--- src/rtl/alu_mode_sequencer.sv ---
// alu_mode_sequencer: button-driven controller for a 4-bit ALU datapath.
// Debounces selector_n/start_n, steps the mode, latches operands, registers
// result plus C/N/Z/V, and raises show while the result is on display.
// Ports: clk, reset (async, high), selector_n/start_n (async buttons, low),
//   A/B operands, alu_result/alu_cout from datapath; alu_mode, op_a, op_b,
//   result, flag_c/n/z/v, busy (LATCH/EXEC), show (SHOW).
module alu_mode_sequencer #(
    parameter int N               = 4,
    parameter int NUM_MODES       = 10,
    parameter int DEBOUNCE_CYCLES = 16
) (
    input  logic         clk,
    input  logic         reset,
    input  logic         selector_n,
    input  logic         start_n,
    input  logic [N-1:0] A,
    input  logic [N-1:0] B,
    input  logic [N-1:0] alu_result,
    input  logic         alu_cout,
    output logic [3:0]   alu_mode,
    output logic [N-1:0] op_a,
    output logic [N-1:0] op_b,
    output logic [N-1:0] result,
    output logic         flag_c,
    output logic         flag_n,
    output logic         flag_z,
    output logic         flag_v,
    output logic         busy,
    output logic         show
);
    localparam int CW = $clog2(DEBOUNCE_CYCLES);
    localparam logic [CW-1:0] DB_LAST = CW'(DEBOUNCE_CYCLES - 1);
    localparam logic [3:0] MODE_LAST = 4'(NUM_MODES - 1);

    localparam logic [1:0] S_SELECT = 2'd0;
    localparam logic [1:0] S_LATCH  = 2'd1;
    localparam logic [1:0] S_EXEC   = 2'd2;
    localparam logic [1:0] S_SHOW   = 2'd3;

    // Bit 0 is the selector button, bit 1 the start button.
    logic [1:0]         r_sync1;
    logic [1:0]         r_sync2;
    logic [1:0]         r_db;
    logic [1:0]         r_pulse;
    logic [1:0][CW-1:0] r_cnt;

    logic [1:0]   r_state;
    logic [3:0]   r_mode;
    logic [N-1:0] r_op_a;
    logic [N-1:0] r_op_b;
    logic [N-1:0] r_result;
    logic         r_c;
    logic         r_n;
    logic         r_z;
    logic         r_v;

    logic         w_sel_p;
    logic         w_start_p;
    logic [3:0]   w_next_mode;
    logic         w_zero;
    logic [N-1:0] w_res;
    logic         w_c;
    logic         w_n;
    logic         w_z;
    logic         w_v;

    // Levels reset to released so no press edge can appear after reset.
    // A level is accepted once the synced input has differed from it for
    // DEBOUNCE_CYCLES samples in a row; a press (1->0) emits one pulse.
    always_ff @(posedge clk or posedge reset) begin
        if (reset) begin
            r_sync1 <= 2'b11;
            r_sync2 <= 2'b11;
            r_db    <= 2'b11;
            r_pulse <= 2'b00;
            r_cnt   <= '0;
        end else begin
            r_sync1 <= {start_n, selector_n};
            r_sync2 <= r_sync1;
            for (int i = 0; i < 2; i++) begin
                r_pulse[i] <= 1'b0;
                if (r_sync2[i] == r_db[i]) begin
                    r_cnt[i] <= '0;
                end else if (r_cnt[i] == DB_LAST) begin
                    r_cnt[i]   <= '0;
                    r_db[i]    <= r_sync2[i];
                    r_pulse[i] <= ~r_sync2[i];
                end else begin
                    r_cnt[i] <= r_cnt[i] + 1'b1;
                end
            end
        end
    end

    assign w_sel_p     = r_pulse[0];
    assign w_start_p   = r_pulse[1];
    assign w_next_mode = (r_mode == MODE_LAST) ? 4'd0 : r_mode + 4'd1;
    assign w_zero      = (alu_result == '0);

    // Result/flag selection for the EXEC capture; modes 2..4 are reserved
    // and always report zero with every flag clear.
    always_comb begin
        w_res = '0;
        w_c   = 1'b0;
        w_n   = 1'b0;
        w_z   = 1'b0;
        w_v   = 1'b0;
        if (r_mode == 4'd0) begin
            w_res = alu_result;
            w_c   = alu_cout;
            w_z   = w_zero;
            w_v   = (r_op_a[N-1] == r_op_b[N-1]) &&
                    (alu_result[N-1] != r_op_a[N-1]);
        end else if (r_mode == 4'd1) begin
            w_res = alu_result;
            w_n   = alu_cout;
            w_z   = w_zero;
            w_v   = (r_op_a[N-1] != r_op_b[N-1]) &&
                    (alu_result[N-1] != r_op_a[N-1]);
        end else if (r_mode >= 4'd5) begin
            w_res = alu_result;
            w_z   = w_zero;
        end
    end

    always_ff @(posedge clk or posedge reset) begin
        if (reset) begin
            r_state  <= S_SELECT;
            r_mode   <= 4'd0;
            r_op_a   <= '0;
            r_op_b   <= '0;
            r_result <= '0;
            r_c      <= 1'b0;
            r_n      <= 1'b0;
            r_z      <= 1'b0;
            r_v      <= 1'b0;
        end else begin
            case (r_state)
                S_SELECT: begin
                    if (w_start_p) begin
                        r_state <= S_LATCH;
                    end else if (w_sel_p) begin
                        r_mode <= w_next_mode;
                    end
                end
                S_LATCH: begin
                    r_op_a  <= A;
                    r_op_b  <= B;
                    r_state <= S_EXEC;
                end
                S_EXEC: begin
                    r_result <= w_res;
                    r_c      <= w_c;
                    r_n      <= w_n;
                    r_z      <= w_z;
                    r_v      <= w_v;
                    r_state  <= S_SHOW;
                end
                S_SHOW: begin
                    if (w_start_p) begin
                        r_state <= S_LATCH;
                    end else if (w_sel_p) begin
                        r_state  <= S_SELECT;
                        r_mode   <= w_next_mode;
                        r_result <= '0;
                        r_c      <= 1'b0;
                        r_n      <= 1'b0;
                        r_z      <= 1'b0;
                        r_v      <= 1'b0;
                    end
                end
                default: r_state <= S_SELECT;
            endcase
        end
    end

    assign alu_mode = r_mode;
    assign op_a     = r_op_a;
    assign op_b     = r_op_b;
    assign result   = r_result;
    assign flag_c   = r_c;
    assign flag_n   = r_n;
    assign flag_z   = r_z;
    assign flag_v   = r_v;
    assign busy     = (r_state == S_LATCH) || (r_state == S_EXEC);
    assign show     = (r_state == S_SHOW);

endmodule

--- config.mk ---
export PLATFORM = sky130hd
export DESIGN_NAME = alu_mode_sequencer
export DESIGN_NICKNAME = d
export VERILOG_FILES = /design/src/rtl/alu_mode_sequencer.sv
export SDC_FILE = /design/constraint.sdc
export NUM_CORES = 1
export LEC_CHECK = 0
export ABC_CLOCK_PERIOD_IN_PS = 1900
export CAP_MARGIN = 20
export CORE_MARGIN = 4
export CORE_UTILIZATION = 25
export DETAILED_ROUTE_END_ITERATION = 12
export GPL_ROUTABILITY_DRIVEN = 0
export PLACE_DENSITY = 0.5
export SLEW_MARGIN = 20
export SYNTH_ARGS = -nofsm -noshare
export SYNTH_HDL_FRONTEND = slang
export SYNTH_SLANG_ARGS = --single-unit
--- constraint.sdc ---
create_clock -name clk -period 1.9 [get_ports clk]
set_input_delay 0.38 -clock clk [delete_from_list [all_inputs] [get_ports clk]]
set_output_delay 0.38 -clock clk [all_outputs]
set_load 0.02 [all_outputs]
==> tab_implementation.tex <==
\begin{tabular}{lr}
\hline
Metric & Value \\
\hline
\multicolumn{2}{l}{\textbf{Outcome}} \\
\quad Run status & finished, final reports clean \\
\multicolumn{2}{l}{\textbf{Clocking}} \\
\quad Clock latency at the later pin of the worst-skew pair & 280 ps \\
\quad Number of buffers inserted by post-CTS setup repair & 0 \\
\quad CTS HTree Levels & 2 \\
\quad Clock tree from TritonCTS & yes \\
\quad Clock transition at the registers of the reported paths & 70 ps \\
\quad Count of hold-fix buffers inserted at cts & 0 \\
\quad Total clock buffers created by CTS & 5 \\
\quad Clock Root Buffer & sky130\_fd\_sc\_hd\_\_clkbuf\_8 \\
\quad Largest buffer count on any clock path & 2 \\
\quad Number of clock sinks & 38 \\
\multicolumn{2}{l}{\textbf{Power and ir drop}} \\
\quad Sequential power share & 0.523 \\
\quad Relative contribution of combinational cells to total power & 0.179 \\
\quad Share of total power in the clock network & 0.298 \\
\quad Switching Fraction & 0.2535 \\
\quad Internal Dissipation & 1.313 mW \\
\quad Peak supply drop & 265.7 uV \\
\quad Leakage power figure & 0.9370 nW \\
\quad Pwr per Cell Area & 789.9 mW/mm2 \\
\quad Switching power & 0.4459 mW \\
\multicolumn{2}{l}{\textbf{Timing}} \\
\quad Setup tns final & 0 ps \\
\quad Post-layout worst setup margin & 66.47 ps \\
\quad Max frequency & 545.4 MHz \\
\quad Unrepaired setup endpoints after global routing & false \\
\quad Period Utilization, post-route & 0.9650 \\
\quad Worst Max-Slew Pin Slew & 484.2 ps \\
\quad Worst-case headroom to the max-slew limit & 0.6772 \\
\quad Count of endpoints failing setup in the final report & 0 \\
\quad Min Tclk post-route & 1834 ps \\
\quad Final Hold Violating Endpoints & 0 \\
\quad Worst clock skew & 11.13 ps \\
\quad Final-report max-slew violation count & 0 \\
\multicolumn{2}{l}{\textbf{Cells and area}} \\
\quad Final layout net count & 194 \\
\quad Antenna fix cells & 0 \\
\quad Final Core Density & 0.3468 \\
\quad Syn-to-layout area delta & 32.84\% \\
\quad Proportion of layout cells with a drive suffix above 1 & 0.1754 \\
\multicolumn{2}{l}{\textbf{Worst hold path}} \\
\quad Min-Delay Path Class & reg2reg \\
\quad WHS Path Cells & 0 \\
\quad Critical hold path startpoint & r\_sync1[1]\$\_DFF\_PP1\_ \\
\quad Hold worst-path end & r\_sync2[1]\$\_DFF\_PP1\_ \\
\multicolumn{2}{l}{\textbf{Critical path}} \\
\quad Startpoint of the worst-slack reg-to-reg timing path & r\_state[0]\$\_DFFE\_PP0P\_ \\
\quad Critical Path Max Stage Delay & 680 ps \\
\quad Critical path class & reg2out \\
\quad Critical path buffers and inverters & 1 \\
\quad Required time worst endpoint & 1520 ps \\
\quad Data arrival time at the worst-slack endpoint & 1450 ps \\
\quad Worst reg2reg setup slack & 140 ps \\
\quad Number of cells traversed by the worst register-to-register path & 5 \\
\quad Largest fanout on the critical path & 6 \\
\quad CP startpoint kind & register \\
\quad Largest delay share family, worst path & buffers and inverters \\
\quad Crit path cell chain & clkdlybuf4s50\_1 \\
\quad Endpoint class of the critical path & output port \\
\quad End of the worst register-to-register path & alu\_mode[3]\$\_DFFE\_PP0P\_ \\
\quad CP max-delay cell & sky130\_fd\_sc\_hd\_\_clkdlybuf4s50\_1 \\
\multicolumn{2}{l}{\textbf{GRT}} \\
\quad Initial antenna violation count & 0 \\
\quad Maximum number of pins on one net before global-route repair & 39 \\
\quad Via count of the first global-routing pass & 1,283 \\
\quad Overall global routing resource usage & 0.09766 \\
\quad Wire length of the first global-routing pass & 6279 um \\
\quad Global route total overflow & 0 \\
\multicolumn{2}{l}{\textbf{Drt}} \\
\quad Pre-Repair DR Iteration Count & 4 \\
\quad Number of DRC violations after detailed routing & 0 \\
\quad DRT iter0 DRCs & 47 \\
\quad Final wirelength & 3676 um \\
\quad Routed via count & 1,140 \\
\quad Avg WL per Cell & 14.82 um \\
\quad Number of nets with antenna violations after routing & 0 \\
\quad Avg Vias per Cell & 4.597 \\
\multicolumn{2}{l}{\textbf{Yosys}} \\
\quad Synth top area cells & sky130\_fd\_sc\_hd\_\_dfrtp\_1 (48\%), sky130\_fd\_sc\_hd\_\_dfstp\_2 (9.4\%), sky130\_fd\_sc\_hd\_\_mux2\_2 (8.1\%) \\
\quad Gate Count Post-Synth & 126 \\
\quad Fraction of synthesized cell area taken by the top area cell type & 0.4776 \\
\quad Number of distinct library cells after synthesis & 33 \\
\quad Warnings, synthesis & 0 \\
\quad Cell type with the highest aggregate area in the netlist & sky130\_fd\_sc\_hd\_\_dfrtp\_1 \\
\quad Post-Syn Nets & 150 \\
\quad Count of state elements after synthesis & 38 \\
\quad Post-synthesis average cell area & 13.31 um2 \\
\quad Seq/Total Area, Yosys & 0.5716 \\
\quad Netlist area before placement & 0.001677 mm2 \\
\multicolumn{2}{l}{\textbf{Placed design}} \\
\quad DP Worst Slack & 36.27 ps \\
\quad Number of buffers inserted by port buffering & 38 \\
\quad Placed wire-length estimate after detailed placement & 2803 um \\
\multicolumn{2}{l}{\textbf{Floorplan}} \\
\quad Area of the die & 0.008080 mm2 \\
\quad Cell row count & 29 \\
\quad Effective utilization at floorplan & 0.2611 \\
\quad Floorplan Core Area & 0.006422 mm2 \\
\quad Boundary pin count & 39 \\
\quad Vert. Die Dim & 89.89 um \\
\quad Die Width & 89.89 um \\
\multicolumn{2}{l}{\textbf{Job}} \\
\quad Max capacitance violation total & 0 \\
\hline
\end{tabular}
stage by stage:
step	hold WS (ps)	area [um2]	total power, mW	cells
3_3_place_gp	346.7	2150	1.248	240
5_1_grt	360.9	2227	1.866	248
3_5_place_dp	352.5	2150	1.256	240
6_report	361.1	2227	1.759	248
4_1_cts	363.1	2231	1.789	248
2_1_floorplan	345.2	1677	1.087	126
synthesized netlist by cell type (all sizes together):
master and instances:
nor2 3, and2b 2, a2bb2oi 1, a32o 6, mux2 12, a311oi 2
nand2b 2, dfrtp 32, and4b 1, o21ai 4, o21bai 1, a221o 1
dfstp 6, buf 1, o311ai 1, a31oi 1, nand4b 3, ha 7
xnor2 7, nor2b 4, nor3 1, mux2i 1, a21oi 5, o2bb2ai 2
nor3b 4, or2b 1, nor4 1, nand2 1, and4bb 1, clkbuf 2
nand3 2, inv 8
cells in the final DEF, fill, tap and decap left out, types with 3 or more instances in the layout:
master	instances
sky130_fd_sc_hd__clkdlybuf4s50_1	36
sky130_fd_sc_hd__mux2_2	12
sky130_fd_sc_hd__nand4b_1	3
sky130_fd_sc_hd__nor2_1	3
sky130_fd_sc_hd__clkbuf_8	5
sky130_fd_sc_hd__dfrtp_1	31
sky130_fd_sc_hd__dfstp_2	6
sky130_fd_sc_hd__xnor2_1	7
sky130_fd_sc_hd__a21oi_1	5
sky130_fd_sc_hd__nor2b_1	4
sky130_fd_sc_hd__inv_1	8
sky130_fd_sc_hd__a32o_1	6
sky130_fd_sc_hd__nor3b_1	4
sky130_fd_sc_hd__clkbuf_1	3
sky130_fd_sc_hd__ha_1	6
metal layers:
layer / part of all wire / track usage
met1: 0.44 / 0.1196
met2: 0.51 / 0.1629
met3: 0.043 / 0.03005
met4: 0.012 / 0.03444
met5: 0 / 0
how the worst max path moves through the flow:
stage	end	slack, ps	from	cells after the start
after global routing	alu_mode[2]	9	alu_mode[2]$_DFFE_PP0P_	1
after detailed placement	busy	40	r_state[0]$_DFFE_PP0P_	3
final	alu_mode[0]	70	alu_mode[0]$_DFFE_PP0P_	1
after floorplan	alu_mode[3]$_DFFE_PP0P_	170	r_state[0]$_DFFE_PP0P_	5
after CTS	busy	5	r_state[0]$_DFFE_PP0P_	3
after global placement	busy	90	r_state[0]$_DFFE_PP0P_	3
cell type report:
class                      instances  area, um2
inverter                           8      30.03
multi-input combinational         77      671.9
fill                             644       4195
timing repair buffer              40      389.1
sequential                        38      959.7
tap                               77      96.34
clock buffer                       8      80.08
state kept, by name (all words and copies together), names as in the netlist, 2 cells and up:
name	flops
r_cnt	8
alu_mode	4
op_a	4
op_b	4
result	4
r_db	2
r_pulse	2
r_state	2
r_sync1	2
r_sync2	2
cells by family after synthesis:
group | share of synthesized area
AOI/OAI and AO/OA | 0.1172
buffers and inverters | 0.02911
muxes | 0.08657
and+or+nand+nor | 0.1067
DFF | 0.5716
xor gates and xnor gates | 0.03657
adders and majority gates | 0.05224
power by group through the flow:
stage                     logic (mW)  registers [mW]  clock network (mW)
final                          0.314           0.920               0.525
after global routing           0.339           0.931               0.596
after CTS                      0.322           0.921               0.547
after detailed placement       0.320           0.936                   0
after global placement         0.315           0.932                   0
after floorplan               0.0934           0.994                   0
what timing repair did:
| action | CTS | global route |
|---|---|---|
| cloned | 0 | 0 |
| gates resized for setup | 4 | 2 |
| endpoints found under the setup margin | 2 | 2 |
Power figures use the tool's default switching activity.
